**src/rtl/move_mask_serializer.sv**
```systemverilog
// move_mask_serializer
// Turns a destination-square board mask into a stream of (from, to) square
// pairs, lowest destination first, one pair per valid/ready handshake beat.
// The source square is recovered by undoing the diagonal step (or jump) that
// produced the destination, using the fixed 32-square board layout:
// row = sq[4:2], col = sq[1:0], even rows at board column 2c+1, odd rows at 2c.

module move_mask_serializer #(
    parameter int MASK_W = 32,
    parameter int IDX_W  = 5
) (
    input  logic              clock,
    input  logic              reset_n,
    input  logic              start,
    input  logic [MASK_W-1:0] mask_in,
    input  logic [1:0]        dir,
    input  logic              jump,
    output logic              busy,
    output logic              out_valid,
    input  logic              out_ready,
    output logic [IDX_W-1:0]  out_from,
    output logic [IDX_W-1:0]  out_to,
    output logic              out_last,
    output logic              done,
    output logic [5:0]        count
);

    typedef enum logic [1:0] {
        ST_IDLE = 2'd0,
        ST_SCAN = 2'd1,
        ST_DONE = 2'd2
    } state_t;

    localparam logic [1:0] DIR_UR = 2'd0;
    localparam logic [1:0] DIR_UL = 2'd1;
    localparam logic [1:0] DIR_DR = 2'd2;
    localparam logic [1:0] DIR_DL = 2'd3;

    state_t             state_q;
    logic [MASK_W-1:0]  pending_q;
    logic [1:0]         dir_q;
    logic               jump_q;
    logic [5:0]         count_q;
    logic               busy_q;
    logic               out_valid_q;
    logic [IDX_W-1:0]   out_from_q;
    logic [IDX_W-1:0]   out_to_q;
    logic               out_last_q;
    logic               done_q;

    // Index of the lowest set bit; zero when the mask is empty.
    function automatic logic [IDX_W-1:0] lowest_idx(input logic [MASK_W-1:0] m);
        logic [IDX_W-1:0] idx;
        idx = '0;
        for (int i = MASK_W - 1; i >= 0; i--) begin
            if (m[i]) begin
                idx = IDX_W'(i);
            end
        end
        return idx;
    endfunction

    // True when exactly one bit of the mask is set.
    function automatic logic is_single(input logic [MASK_W-1:0] m);
        return (m != '0) && ((m & (m - MASK_W'(1))) == '0);
    endfunction

    // Source square of a move landing on t. Row parity shifts the simple-move
    // offsets by one because odd rows sit one board column to the left.
    // Arithmetic wraps modulo 32; the mask is trusted to be legal.
    function automatic logic [IDX_W-1:0] from_square(input logic [IDX_W-1:0] t,
                                                     input logic [1:0]       d,
                                                     input logic             j);
        logic             p;
        logic [IDX_W-1:0] f;
        p = t[2];
        f = t;
        if (j) begin
            case (d)
                DIR_UR:  f = t - 5'd9;
                DIR_UL:  f = t - 5'd7;
                DIR_DR:  f = t + 5'd7;
                DIR_DL:  f = t + 5'd9;
                default: f = t;
            endcase
        end else begin
            case (d)
                DIR_UR:  f = p ? (t - 5'd5) : (t - 5'd4);
                DIR_UL:  f = p ? (t - 5'd4) : (t - 5'd3);
                DIR_DR:  f = p ? (t + 5'd3) : (t + 5'd4);
                DIR_DL:  f = p ? (t + 5'd4) : (t + 5'd5);
                default: f = t;
            endcase
        end
        return f;
    endfunction

    logic              accept_s;
    logic [MASK_W-1:0] pend_clr_s;
    logic [MASK_W-1:0] src_mask_s;
    logic [1:0]        src_dir_s;
    logic              src_jump_s;
    logic [IDX_W-1:0]  next_to_s;
    logic [IDX_W-1:0]  next_from_s;
    logic              next_last_s;

    // Next pair to present: from the incoming mask when loading, otherwise
    // from the pending mask with the just-accepted bit removed.
    always_comb begin
        accept_s   = out_valid_q & out_ready;
        pend_clr_s = pending_q & ~({{(MASK_W-1){1'b0}}, 1'b1} << out_to_q);
        if (state_q == ST_IDLE) begin
            src_mask_s = mask_in;
            src_dir_s  = dir;
            src_jump_s = jump;
        end else begin
            src_mask_s = pend_clr_s;
            src_dir_s  = dir_q;
            src_jump_s = jump_q;
        end
        next_to_s   = lowest_idx(src_mask_s);
        next_from_s = from_square(next_to_s, src_dir_s, src_jump_s);
        next_last_s = is_single(src_mask_s);
    end

    // Job sequencer with all outputs registered.
    always_ff @(posedge clock or negedge reset_n) begin
        if (!reset_n) begin
            state_q     <= ST_IDLE;
            pending_q   <= '0;
            dir_q       <= 2'd0;
            jump_q      <= 1'b0;
            count_q     <= 6'd0;
            busy_q      <= 1'b0;
            out_valid_q <= 1'b0;
            out_from_q  <= '0;
            out_to_q    <= '0;
            out_last_q  <= 1'b0;
            done_q      <= 1'b0;
        end else begin
            case (state_q)
                ST_IDLE: begin
                    done_q      <= 1'b0;
                    out_valid_q <= 1'b0;
                    out_last_q  <= 1'b0;
                    if (start) begin
                        pending_q <= mask_in;
                        dir_q     <= dir;
                        jump_q    <= jump;
                        count_q   <= 6'd0;
                        busy_q    <= 1'b1;
                        if (mask_in != '0) begin
                            state_q     <= ST_SCAN;
                            out_valid_q <= 1'b1;
                            out_to_q    <= next_to_s;
                            out_from_q  <= next_from_s;
                            out_last_q  <= next_last_s;
                        end else begin
                            state_q <= ST_DONE;
                            done_q  <= 1'b1;
                        end
                    end else begin
                        busy_q <= 1'b0;
                    end
                end
                ST_SCAN: begin
                    if (accept_s) begin
                        pending_q <= pend_clr_s;
                        count_q   <= count_q + 6'd1;
                        if (out_last_q) begin
                            state_q     <= ST_DONE;
                            out_valid_q <= 1'b0;
                            out_last_q  <= 1'b0;
                            done_q      <= 1'b1;
                        end else begin
                            out_to_q   <= next_to_s;
                            out_from_q <= next_from_s;
                            out_last_q <= next_last_s;
                        end
                    end else begin
                        out_valid_q <= 1'b1;
                    end
                end
                ST_DONE: begin
                    state_q <= ST_IDLE;
                    done_q  <= 1'b0;
                    busy_q  <= 1'b0;
                end
                default: begin
                    state_q     <= ST_IDLE;
                    pending_q   <= '0;
                    busy_q      <= 1'b0;
                    out_valid_q <= 1'b0;
                    out_last_q  <= 1'b0;
                    done_q      <= 1'b0;
                end
            endcase
        end
    end

    assign busy      = busy_q;
    assign out_valid = out_valid_q;
    assign out_from  = out_from_q;
    assign out_to    = out_to_q;
    assign out_last  = out_last_q;
    assign done      = done_q;
    assign count     = count_q;

endmodule
```
**config.mk**
```make
export PLATFORM = sky130hd
export DESIGN_NAME = move_mask_serializer
export DESIGN_NICKNAME = d
export VERILOG_FILES = /design/src/rtl/move_mask_serializer.sv
export SDC_FILE = /design/constraint.sdc
export NUM_CORES = 1
export LEC_CHECK = 0
export CORE_MARGIN = 4
export CORE_UTILIZATION = 46
export CTS_CLUSTER_DIAMETER = 40
export DETAILED_ROUTE_END_ITERATION = 7
export PLACE_DENSITY = 0.76
export SLEW_MARGIN = 20
export SYNTH_ARGS = -nofsm -noshare
export SYNTH_HDL_FRONTEND = slang
export SYNTH_SLANG_ARGS = --single-unit
```
**constraint.sdc**
```tcl
create_clock -name clock -period 4.2 [get_ports clock]
set_input_delay 0.63 -clock clock [delete_from_list [all_inputs] [get_ports clock]]
set_output_delay 0.63 -clock clock [all_outputs]
set_load 0.05 [all_outputs]
```
Yosys cells after proc, flatten, opt, wreduce, memory -nomap -nowiden
Cells that the tools add are included.

word-level totals
  register bits = 57
  bits in latches = 0
  RAM bits = 0
  ROM bits = 0
  bits of input ports = 39
  output and inout bits = 20
  word-level logic and storage cells = 135
  memories = 0

operators by class
  add/subtract/negate cells = 12
  $mul = 0
  div/mod/pow operators = 0
  magnitude comparators = 0
  eq/ne operators = 11
  shift-type cells = 1
  mux-type cells = 80
  bitwise logic cells = 5
  reductions and logical operators = 15

operators by type and width
  operator                                             count
  2-to-1 mux 5 bit                                     45
  2-to-1 mux 32 bit                                    3
  case mux 32 bit (3 select lines)                     1
  bitwise AND 32 bit                                   2
  nonzero test 32 bit                                  2
  case mux 5 bit (4 select lines)                      2
  logical NOT 32 bit                                   1
  inverter 32 bit                                      1
  << shifter 1 x 5 -> 32 bit (first input constant)    1
  subtractor 32 x 1 -> 32 bit (second input constant)  1
  case mux 5 bit (2 select lines)                      2
  adder 5 x 3 -> 5 bit (second input constant)         3
  subtractor 5 x 3 -> 5 bit (second input constant)    3
  2-to-1 mux 1 bit                                     14
  2-to-1 mux 6 bit                                     2
  case mux 6 bit (2 select lines)                      1
  2-to-1 mux 2 bit                                     5
  AND reduction 3 bit                                  3
  != test 2 bit (second input constant)                4
  AND reduction 2 bit                                  4
  adder 6 x 1 -> 6 bit (second input constant)         1
  equality test 2 bit (second input constant)          3
  case mux 1 bit (3 select lines)                      2
  adder 5 x 2 -> 5 bit (second input constant)         1
  other kinds (14)                                     17

Depth between registers and ports, before layout
  depth after elaboration = 43
  gate-level depth with buffers = 19
  gate-level depth less buffers = 16

Worst setup path after synthesis
OpenSTA, ideal clock, no wires.

  path kind = flip-flop to flip-flop
  from = register out_to_q[1] (netlist: out_to[1])
  to = register out_from_q[4] (netlist: out_from[4])
  library setup time = 131 ps
  arrival time = 3558 ps
  required time = 4069 ps
  setup slack = 511 ps
  stages on the path, launching flop included = 18
  path buffers = 1
  clock period less this slack = 3689 ps
  cells stage by stage = dfrtp_1 -> buf_6 -> or3_4 -> o21a_1 -> mux2i_1 -> o21ai_0 -> a221oi_1 -> o211ai_1 -> nand2_1 -> inv_1 -> fa_1 -> a21o_1 -> a21oi_1 -> xnor2_1 -> nand2_1 -> o211ai_2 -> xor2_1 -> o21ai_1

between the ends
  word-level cells in the longest chain between the ends = 43
  elaborated cells between the ends (all ways) = 58
  classes of those cells = 10 x add/sub; 1 x shift; 45 x mux; 2 x bitwise

RTL lines
  item                                                RTL line  RTL
  start, declared                                     47        logic [IDX_W-1:0] out_to_q;
  start signal, assigned                              155       out_to_q <= next_to_s;
  start signal, assigned                              176       out_to_q <= next_to_s;
  << shifter 1 x 5 -> 32 bit *                        111       pend_clr_s = pending_q & ~({{(MASK_W-1){1'b0}}, 1'b1} << out_to_q);
  inverter 32 bit *                                   111
  bitwise AND 32 bit *                                111
  2-to-1 mux 32 bit *                                 112       if (state_q == ST_IDLE) begin
  2-to-1 mux 5 bit (31 in series)                     56        if (m[i]) begin
  2-to-1 mux 5 bit *                                  56
  named net next_to_s[0]                              103       logic [IDX_W-1:0] next_to_s;
  adder 5 x 3 -> 5 bit, or another cell as far along  91        DIR_DL: f = p ? (t + 5'd4) : (t + 5'd5);
  2-to-1 mux 5 bit (on tied branches)                 --
  case mux 5 bit (4 select lines)                     87        case (d)
  2-to-1 mux 5 bit *                                  78        if (j) begin
  2-to-1 mux 5 bit (on tied branches)                 170, 152
  2-to-1 mux 5 bit (on tied branches)                 167, 146
  case mux 5 bit (2 select lines) *                   141       case (state_q)
  end signal, assigned                                156       out_from_q <= next_from_s;
  end signal, assigned                                177       out_from_q <= next_from_s;
  end, declared                                       46        logic [IDX_W-1:0] out_from_q;

Mark *: on every way through the listed nets, which the timed path passes. The rest lies on a longest branch. The select of a mux whose other input is x is not followed.
A chain may end at the register's enable or synchronous reset.

Final worst setup path
  from = register state_q[1]
  to = register out_from_q[4] (netlist: out_from[4])

between the ends
  word-level cells in the longest chain between the ends = 41
  elaborated cells between the ends (all ways) = 69
  classes of those cells = 10 x add/sub; 8 x eq/ne; 47 x mux; 4 x reduce/logical

RTL lines
  item                                                RTL line  RTL
  start, declared                                     39        state_t state_q;
  start signal, assigned                              129       state_q <= ST_IDLE;
  start signal, assigned                              153       state_q <= ST_SCAN;
  start signal, assigned                              159       state_q <= ST_DONE;
  logical NOT 2 bit                                   112, 141
  2-to-1 mux 32 bit                                   112
  2-to-1 mux 5 bit (32 in series)                     56
  adder 5 x 3 -> 5 bit, or another cell as far along  91
  2-to-1 mux 5 bit (on tied branches)                 --
  case mux 5 bit (4 select lines)                     87
  2-to-1 mux 5 bit                                    78
  2-to-1 mux 5 bit (on tied branches)                 170, 152
  2-to-1 mux 5 bit (on tied branches)                 167, 146
  case mux 5 bit (2 select lines)                     141

Parallel ways exist; a longest one is shown, timed or not. The select of a mux whose other input is x is not followed.

==> run summary <==
status: finished, final reports clean
area delta synth->final: 20.8%
final setup TNS: 0 ps
CTS tree: yes
Final HPWL DP: 11.7 mm
max-slew violations: 0
drt pass-1 iters: 5
CP Max Fanout: 23
antenna cells: 0
Max Clk Rate: 250 MHz
die height: 110 um
top cells by area, synth: dfrtp_1 30%, o21ai_0 6.3%, a21oi_1 5.8%
syn nets: 657
ys flop type: dfrtp_1
Synth Instances: 611
share of cells above drive strength 1: 0.127
post-synthesis average cell area: 7.86 um2
crit path DAT: 4270 ps
Synth top area share: 0.297
H-tree depth: 3
maxcap violations: 0
vias in the first global route: 4891
first-pass GRT wire length: 25.1 mm
setup violators final: 0
port bufs: 58
startpoint types: register
clock skew: 11.5 ps
vias per cell: 6.27
residual DRC count: 0
Sink Count: 57
clock-pin slew on the worst setup and hold paths: 70 ps
core area: 10200 um2
Post-synth EDFFs: 0
maximum vdd ir drop: 0.530 mV
synthesized cell area: 4800 um2
post-synth cell types: 79
dominant cell type by area after synthesis: dfrtp_1
Avg WL per Cell: 19.1 um
area of the multi-input gates: 3130 um2
post-CTS setup buffers: 0
Die Area: 12100 um2
Worst-Margin Slew: 955 ps
final wirelength: 15.6 mm
number of synthesized register bits: 57
commonest non-fill, non-tap cell in the layout: nand2_1
gpl congestion: 1.03
FP Rows: 37
clock root buffer: clkbuf_8
final hold vios: 0
most frequent cells in the layout: 74 x nand2_1, 60 x o21ai_0, 57 x nor2_1, 57 x clkdlybuf4s50_1
Layout Utilization: 0.567
CP Class: reg -> reg
Hold WC Path Type: in -> async
Inserted Clock Buffers: 9
final worst slack: 196 ps
initial antenna violation count: 0
Final Cell Area: 5800 um2
Via Count: 5110
total placed instance area: 5600 um2
Slew headroom: 0.363
ys async rst share: 1.00
grt total ovfl: 0
DIE WIDTH: 110 um
DRT antenna net count: 0
largest net degree at the start of global routing: 58
final net count: 721
synth warn: 0
Leak: 0.00243 uW
CTS Buffer Depth: 2
dpl ws: 292 ps
gr usage total: 0.265
Starting Density: 0.469
Period minus WS final: 4000 ps
RSZ-0062 raised after global routing: false
Iteration-0 DRC Markers: 506
I/O pin total: 59
Pwr per Cell Area: 900 nW/um2
post-synthesis sequential area ratio: 0.297
CP required: 4470 ps
Reg area: 1430 um2
fillcell total: 950
Period Utilization, post-route: 0.953
Clk Latency, worst-skew pair: 350 ps
crit path capture type: register
## timing repair
item / in CTS / in global routing
hold endpoints to repair: 0 / 0
resized for setup: 0 / 3
endpoints found under the setup margin: 0 / 1
hold buffers: 0 / 0
## path summary, 6_finish.rpt
check	from	end	slack (ps)	cells after the start
min	reset_n	count[2]$_DFFE_PN0P_	430	2
max in group asynchronous	reset_n	out_to[1]$_DFFE_PN0P_	3260	2
max reg2reg	state_q[1]$_DFFE_PN0P_	out_from[4]$_DFFE_PN0P_	200	15
min in group clock	busy$_DFFE_PN0N_	busy$_DFFE_PN0N_	480	2
min reg2reg	busy$_DFFE_PN0N_	busy$_DFFE_PN0N_	480	2
max	state_q[1]$_DFFE_PN0P_	out_from[4]$_DFFE_PN0P_	200	15
## layer usage
| metal | vias to the layer above | global-route usage | share of wire |
|---|---|---|---|
| met4 | 0 | 0.109 | 0.033 |
| li1 | 2365 | - | - |
| met2 | 282 | 0.435 | 0.47 |
| met1 | 2418 | 0.354 | 0.42 |
| met5 | - | 0 | 0 |
| met3 | 45 | 0.0326 | 0.078 |
## synthesized netlist by cell type (all sizes together), types with 10 or more instances
cell / n
nand2: 74
o21ai: 73
nor2: 61
dfrtp: 57
a21oi: 56
inv: 21
buf: 20
mux2i: 19
nor3: 17
nand3: 14
clkbuf: 13
o211ai: 13
o21a: 13
a211oi: 11
a22o: 11
a21o: 10
## sequential cells by signal (all words and copies together), names as in the netlist, 2 cells and up
signal / flops
count: 6
out_to: 5
out_from: 5
state_q: 2
dir_q: 2
pending_q: 32
## metrics by stage
step / total power, uW / hold WS (ps) / std cells
2_1_floorplan: 3600 / 334 / 611
3_3_place_gp: 4530 / 465 / 800
3_5_place_dp: 4590 / 468 / 800
4_1_cts: 5150 / 465 / 815
5_1_grt: 5610 / 502 / 815
6_report: 5220 / 433 / 815
## critical path, stage by stage (launching register included)
cell and delay (ps):
dfrtp_1 340, or2_1 740, buf_4 280, nor2_1 50, nor3_1 530, o211ai_1 210
a221oi_1 360, o31a_1 200, ha_1 290, a21o_1 180, a21oi_1 170, xnor2_1 90
nand2_1 90, o211ai_2 80, xor2_1 170, o21ai_1 140
## final cells by class
type,count,area share
multi-input cells,500,0.540
flip-flops and latches,57,0.246
repair buffers,86,0.138
well taps,136,0.0293
clock buffers,12,0.0267
inverters,21,0.0136
clock inverters,3,0.00690
## cell families after synthesis
family          after synthesis  synth area share
compound gates              232             0.310
fa+ha+maj                    10            0.0263
buf+inv                      54            0.0532
xor+xnor                     10            0.0182
simple gates                223             0.242
flops                        57             0.297
mux                          25            0.0537
## power breakdown
part / total (uW) / leakage, uW / internal (uW) / switching (uW)
Clock: 535 / 0.000102 / 301 / 234
Combinational: 3720 / 0.00160 / 1400 / 2320
Sequential: 963 / 0.000730 / 769 / 193
Total: 5220 / 0.00243 / 2470 / 2750
Note: power is estimated with default switching activity, not from simulation.
